File: src/rtl/connect4_pkg.sv
// Shared Connect4 encodings: game FSM state, game result and the status-animator mode set.
package connect4_pkg;

   typedef enum logic [1:0] {
      GAME_INIT = 2'b00,
      P1_TURN   = 2'b01,
      P2_TURN   = 2'b10,
      END_GAME  = 2'b11
   } state_t;

   typedef enum logic [1:0] {
      STILL_PLAYING = 2'b00,
      P1_WINS       = 2'b01,
      P2_WINS       = 2'b10,
      TIE           = 2'b11
   } status_t;

   typedef enum logic [2:0] {
      M_IDLE,
      M_TURN,
      M_ERR,
      M_WIN1,
      M_WIN2,
      M_TIE,
      M_BAD
   } mode_t;

   // Base display mode implied by the controller inputs; M_ERR is layered on top by the animator.
   function automatic mode_t decode_mode(input logic [1:0] st, input logic [1:0] gs);
      mode_t m;
      case (state_t'(st))
         GAME_INIT:        m = M_IDLE;
         P1_TURN, P2_TURN: m = M_TURN;
         default: begin
            case (status_t'(gs))
               P1_WINS: m = M_WIN1;
               P2_WINS: m = M_WIN2;
               TIE:     m = M_TIE;
               default: m = M_BAD;
            endcase
         end
      endcase
      return m;
   endfunction

endpackage

File: src/rtl/connect4_status_animator_if.sv
// Controller-to-animator link: game state, result, move-error pulse and the LED bar it drives.
interface connect4_status_animator_if #(
   parameter int LED_W = 8
);
   logic [1:0]       state;
   logic [1:0]       game_status;
   logic             move_err;
   logic [LED_W-1:0] LEDs;

   modport master (output state, output game_status, output move_err, input LEDs);
   modport slave  (input state, input game_status, input move_err, output LEDs);
endinterface

File: src/rtl/connect4_status_animator_tick_gen.sv
// Animation prescaler: one-cycle tick every DIV clocks; clr restarts the count at 0.
module tick_gen #(
   parameter int DIV = 25000000
) (
   input  logic clk,
   input  logic rst_n,
   input  logic clr,
   output logic tick
);
   localparam int CW = (DIV > 1) ? $clog2(DIV) : 1;

   logic [CW-1:0] cnt;

   assign tick = (cnt == CW'(DIV - 1));

   always_ff @(posedge clk) begin
      if (!rst_n || clr || tick) cnt <= '0;
      else                       cnt <= cnt + CW'(1);
   end
endmodule

File: src/rtl/connect4_status_animator.sv
// Registered, animated game-status LED bar driver. Optional IDLE bouncing-LED attract
// animation is enabled by defining CONNECT4_ATTRACT_EN.
module connect4_status_animator
   import connect4_pkg::*;
#(
   parameter int LED_W     = 8,
   parameter int TICK_DIV  = 25000000,
   parameter int ERR_TICKS = 4
) (
   input logic                        clk,
   input logic                        rst_n,
   connect4_status_animator_if.slave  bus
);
   localparam int SW  = $clog2(LED_W + 1);
   localparam int ECW = $clog2(ERR_TICKS + 1);

   mode_t            dec, mode_q, mode_d;
   logic [SW-1:0]    step_q, step_d;
   logic [ECW-1:0]   err_q, err_d;
   logic [1:0]       state_q;
   logic [LED_W-1:0] leds_q, leds_d;
   logic             tick, clr;

   tick_gen #(.DIV(TICK_DIV)) u_tick (
      .clk   (clk),
      .rst_n (rst_n),
      .clr   (clr),
      .tick  (tick)
   );

   // Mode selection: ERR overlays TURN until its tick budget expires or the turn owner changes.
   always_comb begin
      dec    = decode_mode(bus.state, bus.game_status);
      mode_d = dec;
      err_d  = '0;
      if (dec == M_TURN) begin
         if (mode_q == M_ERR && bus.state == state_q) begin
            mode_d = M_ERR;
            err_d  = err_q;
            if (bus.move_err) begin
               err_d = ECW'(ERR_TICKS);
            end else if (tick) begin
               err_d = err_q - ECW'(1);
               if (err_q == ECW'(1)) mode_d = M_TURN;
            end
         end else if (mode_q == M_TURN && bus.move_err) begin
            mode_d = M_ERR;
            err_d  = ECW'(ERR_TICKS);
         end
      end

      clr    = (mode_d != mode_q);
      step_d = step_q;
      if (clr) begin
         step_d = '0;
      end else if (tick) begin
         if ((mode_q == M_WIN1 || mode_q == M_WIN2) && step_q == SW'(LED_W)) step_d = '0;
         else                                                               step_d = step_q + SW'(1);
      end
   end

`ifdef CONNECT4_ATTRACT_EN
   localparam int PW = $clog2(LED_W);

   logic [PW-1:0] pos_q, pos_d;
   logic          dir_q, dir_d;  // 0 = moving towards MSB

   always_comb begin
      pos_d = pos_q;
      dir_d = dir_q;
      if (mode_d == M_IDLE && mode_q != M_IDLE) begin
         pos_d = '0;
         dir_d = 1'b0;
      end else if (mode_d == M_IDLE && tick) begin
         if (!dir_q) begin
            if (pos_q == PW'(LED_W - 1)) begin
               dir_d = 1'b1;
               pos_d = pos_q - PW'(1);
            end else begin
               pos_d = pos_q + PW'(1);
            end
         end else begin
            if (pos_q == '0) begin
               dir_d = 1'b0;
               pos_d = pos_q + PW'(1);
            end else begin
               pos_d = pos_q - PW'(1);
            end
         end
      end
   end

   always_ff @(posedge clk) begin
      if (!rst_n) begin
         pos_q <= '0;
         dir_q <= 1'b0;
      end else begin
         pos_q <= pos_d;
         dir_q <= dir_d;
      end
   end
`endif

   // Pattern is built from next-state values so LEDs follow inputs with one register of latency.
   always_comb begin
      leds_d = '0;
      case (mode_d)
         M_TURN: begin
            if (state_t'(bus.state) == P2_TURN) leds_d[LED_W/2]     = 1'b1;
            else                                 leds_d[LED_W/2 - 1] = 1'b1;
         end
         M_ERR, M_TIE: leds_d = step_d[0] ? '0 : '1;
         M_WIN1: begin
            for (int unsigned i = 0; i < LED_W; i++)
               leds_d[i] = (step_d != SW'(LED_W)) && (SW'(i) <= step_d);
         end
         M_WIN2: begin
            for (int unsigned i = 0; i < LED_W; i++)
               leds_d[LED_W-1-i] = (step_d != SW'(LED_W)) && (SW'(i) <= step_d);
         end
         M_BAD: begin
            for (int unsigned i = 0; i < LED_W; i++)
               leds_d[i] = i[0];
         end
`ifdef CONNECT4_ATTRACT_EN
         M_IDLE: leds_d[pos_d] = 1'b1;
`endif
         default: leds_d = '0;
      endcase
   end

   always_ff @(posedge clk) begin
      if (!rst_n) begin
         mode_q  <= M_IDLE;
         step_q  <= '0;
         err_q   <= '0;
         state_q <= '0;
         leds_q  <= '0;
      end else begin
         mode_q  <= mode_d;
         step_q  <= step_d;
         err_q   <= err_d;
         state_q <= bus.state;
         leds_q  <= leds_d;
      end
   end

   assign bus.LEDs = leds_q;
endmodule

File: src/flat_wrapper.sv
// flat-port wrapper written by rule: the top's interface ports become plain ports
module connect4_status_animator_flat import connect4_pkg::*;
#(
   parameter int LED_W     = 8,
   parameter int TICK_DIV  = 25000000,
   parameter int ERR_TICKS = 4
)
  (clk, rst_n, bus_state, bus_game_status, bus_move_err, bus_LEDs);
  connect4_status_animator_if #(.LED_W(LED_W)) bus_i ();
  input logic clk;
  input logic rst_n;
  input wire logic [$bits(bus_i.state)-1:0] bus_state;
  input wire logic [$bits(bus_i.game_status)-1:0] bus_game_status;
  input wire logic [$bits(bus_i.move_err)-1:0] bus_move_err;
  output wire logic [$bits(bus_i.LEDs)-1:0] bus_LEDs;
  assign bus_i.state = bus_state;
  assign bus_i.game_status = bus_game_status;
  assign bus_i.move_err = bus_move_err;
  assign bus_LEDs = bus_i.LEDs;
  connect4_status_animator #(.LED_W(LED_W), .TICK_DIV(TICK_DIV), .ERR_TICKS(ERR_TICKS)) u_core (.clk(clk), .rst_n(rst_n), .bus(bus_i));
endmodule
File: config.mk
export PLATFORM = sky130hd
export DESIGN_NAME = connect4_status_animator_flat
export DESIGN_NICKNAME = d
export VERILOG_FILES = /design/src/rtl/connect4_pkg.sv /design/src/rtl/connect4_status_animator_if.sv /design/src/rtl/connect4_status_animator_tick_gen.sv /design/src/rtl/connect4_status_animator.sv /design/src/flat_wrapper.sv
export SDC_FILE = /design/constraint.sdc
export NUM_CORES = 1
export LEC_CHECK = 0
export ABC_AREA = 1
export CORE_UTILIZATION = 50
export CTS_CLUSTER_SIZE = 14
export DETAILED_ROUTE_END_ITERATION = 12
export PLACE_DENSITY = 0.7
export RECOVER_POWER = 50
export SYNTH_ARGS = -nofsm -noshare
export SYNTH_HDL_FRONTEND = slang
export SYNTH_SLANG_ARGS = --single-unit
export TNS_END_PERCENT = 10
File: constraint.sdc
create_clock -name clk -period 3.8 [get_ports clk]
set_input_delay 0.57 -clock clk [delete_from_list [all_inputs] [get_ports clk]]
set_output_delay 0.57 -clock clk [all_outputs]
set_load 0.02 [all_outputs]
==> metrics.md, run 1 <==
| Metric | Value |
|---|---|
| Avg Cell Area, Syn | 6.792 um^2 |
| Grt ovf | 0 |
| Seq cells post-synth | 45 |
| Commonest cells in the synthesized netlist | nand2_1 (75), nor2_1 (68), inv_1 (63) |
| Max-slew violations | 0 |
| CP startpoint kind | input port |
| Die H | 74.98 um |
| HP Class | reg -> reg |
| N_diodes | 0 |
| Crit-path max FO | 25 |
| Initial Utilization | 52.13% |
| Post-synth top area cell | dfxtp_1 |
| Vias in the first global route | 2081 |
| Synth unique cells | 39 |
| Max_cap viols | 0 |
| Required @ worst endpoint | 4050 ps |
| CTS Root Cell | clkbuf_8 |
| Initial antenna violation count | 0 |
| M1 GR Usage | 23.61% |
| Number of port buffers | 14 |
| Die X | 74.98 um |
| Final #Nets | 424 |
| Core area | 0.005107 mm^2 |
| Antenna viol nets, final | 0 |
| Fmax | 326.3 MHz |
| Status | complete, no violations |
| Setup TNS | 0 ps |
| Die area | 0.005621 mm^2 |
| Clk Latency, worst-skew pair | 300 ps |
| Setup bufs post-CTS | 0 |
| Area Overhead vs Synth | 10.34% |
| Final hold violations | 0 |
| Io pins | 15 |
| Leakage | 1.264 nW |
| M3 GR Usage | 5.890% |
| Post-synth net total | 406 |
| CP cell instances | dlygate4sd3_1 -> inv_1 -> ha_1 -> inv_1 -> nand2_1 -> o21ai_0 -> a21oi_1 -> nor2_4 -> and2_0 -> nand3_4 -> a31oi_1 -> o21a_1 |
| Dpl hpwl | 3862 um |
| Power density cells | 304.8 mW/mm^2 |
| Endpoints failing setup | 0 |
| Share of Yosys cell area claimed by the top area cell type | 33.83% |
| CTS clk-pin slew, worst paths | 80 ps |
| Post-place setup slack | 607.2 ps |
| CTS tree | built |
| Routed via count | 2362 |
| # hold bufs at CTS | 0 |
| RSZ-0062 raised after global routing | no |
| Final worst path period share | 80.65% |
| First-pass GRT wire length | 8514 um |
| Layout cells sized above 1 | 9.976% |
| Final WS setup | 735.2 ps |
| Worst-Margin Slew | 418.9 ps |
| Post-CTS sizing | 0 |
| FFs w/ async S/R, synth | 0% |
| Area contributors post-synth | dfxtp_1 (34%), nand2_1 (11%), nor2_1 (9.6%) |
| Relative slew slack | 71.78% |
| Worst Setup End Kind | flop |
| DRC Markers | 0 |
| Most frequent cell after synthesis | nand2_1 |
| GR peak layer | met2 |
| Synth Cell Area | 0.002663 mm^2 |
| Drt initial violations | 82 |
| Sequential share of the synthesized area | 33.83% |
| CP max stage delay | 610 ps |
| Slowest stage cell, crit path | dlygate4sd3_1 |
| Worst vdd ir | 165.4 uV |
| H-tree Lvls | 2 |
| Fin Clk Skew | 5.904 ps |
| Drt total wl | 4985 um |
| Clk sinks | 45 |
| Vias per cell | 4.911 |
| Util after Layout | 57.52% |
| Num CTS Buffers | 5 |
| CP Data Arrival Time | 3310 ps |
| DR WL/cell | 10.36 um |
| Ys Warns | 0 |
| Non-Filler Instances | 481 |
| GPL Wtd Cong | 0.8274 |
| WS Path Type | in -> reg |
| Post-synth EDFFs | 0 |
| GR Util All Layers | 19.66% |
| Predominant post-synthesis flop cell | dfxtp_1 |
| Placed Cells | 473 |
| Pre-Repair DR Iteration Count | 4 |
| Num rows | 26 |
| Clock Path Buffers | 2 |
| Grt met2 use | 34.53% |
| Fin crit period | 3065 ps |
| Mapped Cells | 392 |
| Largest net degree at the start of global routing | 26 |
| CP most frequent cell | inv_1 |
## layout make-up
type,count,area [um^2]
Clock buffer,8,80.08
Fill cell,524,2170
Inverter,71,266.5
Multi-Input combinational cell,273,1463
Sequential cell,45,900.9
Tap cell,70,87.58
Timing Repair Buffer,14,140.1
## power by group
group	leakage (nW)	internal, W	total (W)	switching, W
sequential	0.365	0.000483	0.000487	0.00000403
combinational	0.859	0.0000405	0.000118	0.0000777
clock	0.0395	0.000131	0.000290	0.000159
total	1.26	0.000655	0.000895	0.000241
## sequential cells by signal, indices dropped and copies added, names as in the netlist
name               cells
u_core.step_q          4
u_core.mode_q          3
u_core.bus.LEDs        8
u_core.u_tick.cnt     25
u_core.state_q         2
u_core.err_q           3
## cells in the final DEF (no fill, tap or decap), types with 4 or more instances in the layout
cell	Yosys	routed
a21oi_1	14	14
clkbuf_8	0	5
clkdlybuf4s50_1	0	4
dfxtp_1	45	45
dlygate4sd3_1	0	10
ha_1	7	7
inv_1	63	63
inv_2	8	8
nand2_1	75	75
nand2_2	7	7
nand3_1	29	31
nand4_1	11	11
nor2_1	68	68
nor3_1	9	9
nor3_2	6	6
o21ai_0	3	4
xor2_1	9	9
## kinds of logic after synthesis
kind of cell / Yosys count / synth area share (%)
and+or+nand+nor: 227 / 42.06
buffers and inverters: 74 / 10.76
DFF: 45 / 33.83
AOI/OAI and AO/OA: 28 / 6.438
xor gates and xnor gates: 11 / 3.619
adders and majority gates: 7 / 3.289
## stage by stage
step           cell area (um^2)  hold slack, ps  total power [W]
2_1_floorplan              2663           417.5        0.0005886
3_3_place_gp               2870           429.9        0.0006220
3_5_place_dp               2870           438.8        0.0006235
4_1_cts                    2950           458.6        0.0009118
5_1_grt                    2938           489.2        0.0009440
6_report                   2938           453.8        0.0008954
## final timing paths
path | start | to | slack [ps] | cells past startpoint
max | bus_state[0] | u_core.u_tick.cnt[19]$_SDFF_PP0_ | 740 | 12
min | u_core.u_tick.cnt[0]$_SDFF_PP0_ | u_core.u_tick.cnt[0]$_SDFF_PP0_ | 450 | 1
max reg2reg | u_core.u_tick.cnt[0]$_SDFF_PP0_ | u_core.u_tick.cnt[19]$_SDFF_PP0_ | 1210 | 15
min reg2reg | u_core.u_tick.cnt[0]$_SDFF_PP0_ | u_core.u_tick.cnt[0]$_SDFF_PP0_ | 450 | 1
## critical path, delay by kind of cell
| kind | cells | cell delay (ps) |
|---|---|---|
| AND/OR/NAND/NOR | 4 | 900 |
| adder cells (fa/ha/maj) | 1 | 280 |
| AO/OA/AOI/OAI | 4 | 740 |
| buffers and inverters | 3 | 810 |
## per-layer routing
layer | wire [um] | up-vias
met5 | 0 | -
met4 | 28 | 0
met3 | 162 | 3
met2 | 2370 | 32
met1 | 2424 | 1054
li1 | - | 1273
Note: power is estimated with default switching activity, not from simulation.
==> run 2: changes to the inputs <==
Settings changed: PLACE_DENSITY 0.7 to 0.72.
Clock period 3.8 ns to 2.6 ns, I/O delays scaled along.
==> run 2 against run 1 <==
  * Via count is 3.5% higher
  * Total power is 52% higher
  * Clock skew is 4.6 ps higher
  * Clock power is 46% higher
  * Combinational power is 87% higher
  * Core utilization is 4.2 points higher
  * Register-to-register slack worse by 980 ps
  * Final cell count is 4.2% higher
  * Sequential power is 46% higher
  * Largest power group unchanged
==> metrics.md, run 2 (synthesis gave the netlist of run 1 again) <==
| Metric | Value |
|---|---|
| CTS clk-pin slew, worst paths | 80 ps (about the same) |
| Total power | 0.001357 W (+52%) |
| Largest net degree at the start of global routing | 14 (-46%) |
| Clk Latency, worst-skew pair | 300 ps (about the same) |
| CP max stage delay | 360 ps (-250 ps) |
| First-pass GRT wire length | 8901 um (+4.5%) |
| Num rows | 26 (unchanged) |
| Status | complete, no violations |
| Clk sinks | 45 (unchanged) |
| CTS tree | built |
| Initial antenna violation count | 0 (unchanged) |
| Fin Clk Skew | 10.53 ps (+4.626 ps) |
| Grt ovf | 0 (unchanged) |
| M3 GR Usage | 5.221% (-0.67 points) |
| Slowest stage cell, crit path | dfxtp_1 |
| Io pins | 15 (unchanged) |
| Drt initial violations | 90 (+9.8%) |
| Dpl hpwl | 4099 um (+6.1%) |
| Final hold violations | 0 (unchanged) |
| CTS Root Cell | clkbuf_8 |
| Design Area, Final | 0.003153 mm^2 (+7.3%) |
| CP startpoint kind | flop |
| Relative slew slack | 68.22% (-3.6 points) |
| DR WL/cell | 10.53 um (+1.6%) |
| Worst-Margin Slew | 471.8 ps (+52.81 ps) |
| GPL Wtd Cong | 0.8687 (+5.0%) |
| CP startpoint | u_core.u_tick.cnt[0]$_SDFF_PP0_ |
| HP Class | in -> reg |
| Power density cells | 430.3 mW/mm^2 (+41%) |
| Area after DPL | 0.003033 mm^2 (+5.7%) |
| CP Data Arrival Time | 2540 ps (-770 ps) |
| Final worst path period share | 91.14% |
| Antenna viol nets, final | 0 (unchanged) |
| Num CTS Buffers | 5 (unchanged) |
| WS Path Type | reg -> reg |
| H-tree Lvls | 2 (unchanged) |
| Top reg by flops | u_core.u_tick.cnt |
| Crit-path max FO | 7 (-72%) |
| Layout cells sized above 1 | 16.47% (+6.5 points) |
| Drt total wl | 5274 um (+5.8%) |
| Fin crit period | 2370 ps |
| Worst R2R Start | u_core.u_tick.cnt[0]$_SDFF_PP0_ |
| Max_cap viols | 0 (unchanged) |
| Final #Nets | 444 (+4.7%) |
| Fmax | 422.0 MHz |
| Grt met2 use | 36.44% (+1.9 points) |
| Core area | 0.005107 mm^2 (unchanged) |
| Area of the multi-input gates | 0.001511 mm^2 (+3.3%) |
| Routed via count | 2444 (+3.5%) |
| DRC Markers | 0 (unchanged) |
| Die X | 74.98 um (unchanged) |
| CP most frequent cell | nand2_1 |
| Reg2reg setup slack | 230 ps (-980 ps) |
| Commonest non-fill, non-tap cell in the layout | nand2_1 |
| Vias in the first global route | 2187 (+5.1%) |
| Leakage | 1.418 nW (+12%) |
| Number of port buffers | 14 (unchanged) |
| Clock Path Buffers | 2 (unchanged) |
| Hold path startpoint | bus_state[0] |
| Area Overhead vs Synth | 18.42% |
| Die H | 74.98 um (unchanged) |
| FF+latch area | 900.9 um^2 (unchanged) |
| CP cell instances | ha_1 -> nand2_1 -> inv_2 -> nand2_1 -> nor2_1 -> nand2_2 -> nor2_8 -> nand4_4 -> nand3_2 -> nand2_2 -> nor2_4 -> buf_12 -> nand4_1 -> inv_1 -> nand2_1 -> nand2_1 -> nand2_1 -> nor2_1 -> nor2_1 |
| Die area | 0.005621 mm^2 (unchanged) |
| N_diodes | 0 (unchanged) |
| Commonest cells after routing, fill and taps aside | nand2_1 (74), nor2_1 (67), inv_1 (63) |
| Vias per cell | 4.878 (-0.66%) |
| GR peak layer | met2 |
| GR Util All Layers | 20.46% (+0.79 points) |
| RSZ-0062 raised after global routing | no |
| Worst Setup End Kind | flop |
| Worst vdd ir | 312.9 uV (+89%) |
| M1 GR Usage | 23.96% (+0.35 points) |
| Endpoints failing setup | 0 (unchanged) |
| Required @ worst endpoint | 2770 ps (-1280 ps) |
| Pre-Repair DR Iteration Count | 4 (unchanged) |
| Largest register FFs | 25 (unchanged) |
| Fillcell total | 489 (-6.7%) |
| Initial Utilization | 52.13% (unchanged) |
| Max-slew violations | 0 (unchanged) |
## run 2: final timing paths
kind / to / depth (start not counted)
min reg2reg: u_core.u_tick.cnt[0]$_SDFF_PP0_ / 1
max reg2reg: u_core.bus.LEDs[0]$_SDFF_PN0_ / 19
min: u_core.state_q[0]$_SDFF_PN0_ / 3
max: u_core.bus.LEDs[0]$_SDFF_PN0_ / 19
## run 2: where the power goes
part / switching, W / total (W) / internal, W
clock: 0.000237 / 0.000424 / 0.000187
sequential: 0.00000586 / 0.000712 / 0.000706
combinational: 0.000127 / 0.000221 / 0.0000943
## run 2: final cells by class
type                    instances  share of cell area, %
inverters                      71                  8.452
clock inverters                 2                 0.3175
multi-input cells             273                  47.94
well taps                      70                  2.778
repair buffers                 34                  9.643
flip-flops and latches         45                  28.57
clock buffers                   6                  2.302
## run 2: metal layers
metal | vias up | wire (um)
met5 | - | 0
met4 | 0 | 63
met2 | 33 | 2609
met1 | 1083 | 2415
li1 | 1321 | -
met3 | 7 | 186
## run 2: what timing repair did
action | in CTS | in global routing
buffers inserted | 0 | 0
resized for setup | 0 | 10
setup endpoints to repair | 0 | 9
hold buffers | 0 | 0
## run 2: critical path: cells and delay by family, from the launching register on
family	cells	cell delay, ps
DFF	1	360
adders and majority gates	1	170
buffers and inverters	3	260
and+or+nand+nor	15	1450
## run 2: through the flow
step                cells  TNS, ps  setup WS, ps  utilization, %  hold WS, ps
global placement      493    -1242        -102.9           59.38        432.5
detailed placement    493    -3031        -172.6           59.38        444.6
global route          501        0         13.44           61.73        432.7
CTS                   501        0         138.8           61.00        456.7
floorplan             392        0         489.3               -        417.5
finish                501        0         230.3           61.73        403.1
==> run 3: changes to the inputs <==
Settings changed: CELL_PAD_IN_SITES_DETAIL_PLACEMENT from default to 1, CELL_PAD_IN_SITES_GLOBAL_PLACEMENT from default to 2, CORE_UTILIZATION 50 to 30, PLACE_DENSITY 0.72 to 0.76.
==> run 3 against run 2 <==
  * Worst setup slack lost 41 ps
  * Critical path type unchanged
  * Core utilization shrank 22 points
  * Highest routed layer unchanged
  * Routed wire length grew 30%
  * Hold slack lost 60 ps
  * Clock-buffer cell count shrank 1
==> metrics.md, run 3 (synthesis gave the netlist of run 1 again) <==
| Metric | Value |
|---|---|
| CTS Root Cell | clkbuf_8 |
| Max_cap viols | 0 (unchanged) |
| Num rows | 34 (+31%) |
| Top reg by flops | u_core.u_tick.cnt |
| First-pass GRT wire length | 11460 um (+29%) |
| GR Util All Layers | 16.11% (-4.3 points) |
| GPL Wtd Cong | 0.8196 (-5.7%) |
| Fin Clk Skew | 7.728 ps (-2.802 ps) |
| Flop pwr share | 46.9% (-5.6 points) |
| Status | complete, no violations |
| Core area | 0.008636 mm^2 (+69%) |
| Die H | 96.21 um (+28%) |
| Comb pwr share | 17.9% (+1.6 points) |
| Final #Nets | 457 (+2.9%) |
| Number of port buffers | 14 (unchanged) |
| CP most frequent cell | nand2_2 |
| Power density cells | 447.0 mW/mm^2 (+3.9%) |
| DR WL/cell | 12.46 um (+18%) |
| Dpl hpwl | 5444 um (+33%) |
| Worst-Margin Slew | 456.5 ps (-15.30 ps) |
| N_diodes | 0 (unchanged) |
| Area Overhead vs Synth | 27.82% |
| Worst Setup End Kind | flop |
| Layout cells sized above 1 | 22.80% (+6.3 points) |
| Relative slew slack | 69.37% (+1.1 points) |
| Drt total wl | 6867 um (+30%) |
| CP max stage delay | 350 ps (about the same) |
| Leakage | 1.478 nW (+4.2%) |
| Io pins | 15 (unchanged) |
| CTS tree | built |
| WS Path Type | reg -> reg |
| Die area | 0.009256 mm^2 (+65%) |
| Setup TNS | 0 ps (unchanged) |
| Max-slew violations | 0 (unchanged) |
| Initial Utilization | 30.83% (-21 points) |
| Fin crit period | 2410 ps (+40.76 ps) |
| Slowest stage cell, crit path | dfxtp_2 |
| Clock Path Buffers | 2 (unchanged) |
| Clk Latency, worst-skew pair | 300 ps (about the same) |
| CP Data Arrival Time | 2590 ps (+50 ps) |
| Sw power | 0.0004083 W (+10%) |
| Worst vdd ir | 178.5 uV (-43%) |
| Antenna viol nets, final | 0 (unchanged) |
| Drt initial violations | 47 (-48%) |
| Pre-Repair DR Iteration Count | 4 (unchanged) |
| CP cell instances | ha_2 -> nand2_1 -> inv_2 -> nand2_2 -> nor2_2 -> nand2_2 -> nor2_8 -> nand4_4 -> nand3_2 -> nand2_2 -> nor2_4 -> buf_6 -> nand4_1 -> inv_1 -> nand2_2 -> nand2_2 -> nand2_1 -> nor2_1 -> nor2_1 |
| Num CTS Buffers | 5 (unchanged) |
| Initial antenna violation count | 0 (unchanged) |
| Required @ worst endpoint | 2780 ps (about the same) |
| Largest net degree at the start of global routing | 14 (unchanged) |
| Grt ovf | 0 (unchanged) |
| Fmax | 414.9 MHz (-1.7%) |
| CTS clk-pin slew, worst paths | 90 ps (about the same) |
| Internal power | 0.001113 W (+13%) |
| Final worst path period share | 92.71% (+1.6 points) |
| Final hold violations | 0 (unchanged) |
| Final hold slack | 343.2 ps (-59.86 ps) |
| Largest register FFs | 25 (unchanged) |
| Vias in the first global route | 2590 (+18%) |
| HP Class | in -> reg |
| Clk sinks | 45 (unchanged) |
| DRC Markers | 0 (unchanged) |
| Sw Share | 26.84% (-0.40 points) |
| Placed Cells | 539 (+9.3%) |
| Vias per cell | 4.652 (-4.6%) |
| Clock power share | 35.2% (+4.0 points) |
| H-tree Lvls | 2 (unchanged) |
| # hold bufs at CTS | 0 (unchanged) |
| Die X | 96.21 um (+28%) |
| Crit-path max FO | 6 (-1) |
| Routed via count | 2563 (+4.9%) |
| Total power | 0.001521 W (+12%) |
| Endpoints failing setup | 0 (unchanged) |
| Commonest cells after routing, fill and taps aside | nand2_1 (65), nor2_1 (65), inv_1 (63) |
| CP startpoint kind | flop |
| Non-Filler Instances | 551 (+10%) |
run 3: changes by cell type in the layout (fill, tap and decap cells not counted), sizes merged:
cell / previous run / this run
bufinv: 0 / 1
buf: 17 / 33
clkinv: 2 / 1
clkbuf: 9 / 5
run 3: layout make-up:
| type | instances | area, um^2 |
|---|---|---|
| inverters | 71 | 266.5 |
| clock buffers | 5 | 68.82 |
| repair buffers | 47 | 437.9 |
| multi-input cells | 273 | 1556 |
| fillers | 1097 | 5233 |
| clock inverters | 2 | 35.03 |
| well taps | 108 | 135.1 |
| flip-flops and latches | 45 | 903.4 |
run 3: final timing paths:
path                              startpoint                         endpoint  slack [ps]  depth (start not counted)
max reg2reg  u_core.u_tick.cnt[0]$_SDFF_PP0_    u_core.bus.LEDs[0]$_SDFF_PN0_         190                         19
min reg2reg  u_core.u_tick.cnt[0]$_SDFF_PP0_  u_core.u_tick.cnt[0]$_SDFF_PP0_         420                          1
min                             bus_state[0]     u_core.state_q[0]$_SDFF_PN0_         340                          3
max          u_core.u_tick.cnt[0]$_SDFF_PP0_    u_core.bus.LEDs[0]$_SDFF_PN0_         190                         19
run 3: timing repair:
| action | in CTS | in global routing |
|---|---|---|
| hold endpoints to repair | 0 | 0 |
| buffers inserted | 0 | 5 |
| gates resized for setup | 1 | 29 |
| pin swaps | 0 | 16 |
| endpoints found under the setup margin | 2 | 23 |
run 3: metal layers:
| metal | GRT usage, % | vias to the layer above | share of wire, % |
|---|---|---|---|
| met5 | 0 | - | 0 |
| met4 | 5.100 | 0 | 1.2 |
| met3 | 2.844 | 6 | 1.6 |
| met2 | 29.31 | 17 | 50 |
| met1 | 18.96 | 1199 | 47 |
| li1 | - | 1341 | - |
run 3: power by group through the flow:
stage	Combinational [W]	Clock [W]	Sequential, W
5_1_grt	0.000305	0.000583	0.000715
4_1_cts	0.000260	0.000563	0.000714
2_1_floorplan	0.000118	0	0.000742
3_5_place_dp	0.000258	0	0.000730
6_report	0.000273	0.000535	0.000713
3_3_place_gp	0.000252	0	0.000728
run 3: worst max-delay path, delay by kind of cell, from the launching register on:
family                   cells  cell delay, ps
AND/OR/NAND/NOR             15            1460
flip-flops                   1             350
adder cells (fa/ha/maj)      1             170
buffers and inverters        3             290
run 3: through the flow:
stage | utilization [%] | area [um^2] | setup WS [ps]
after floorplan | - | 2663 | 489.3
after global placement | 36.66 | 3166 | -209.1
after detailed placement | 36.66 | 3166 | -270.1
after CTS | 37.92 | 3274 | 19.76
after global routing | 39.41 | 3403 | -15.87
final | 39.41 | 3403 | 189.6
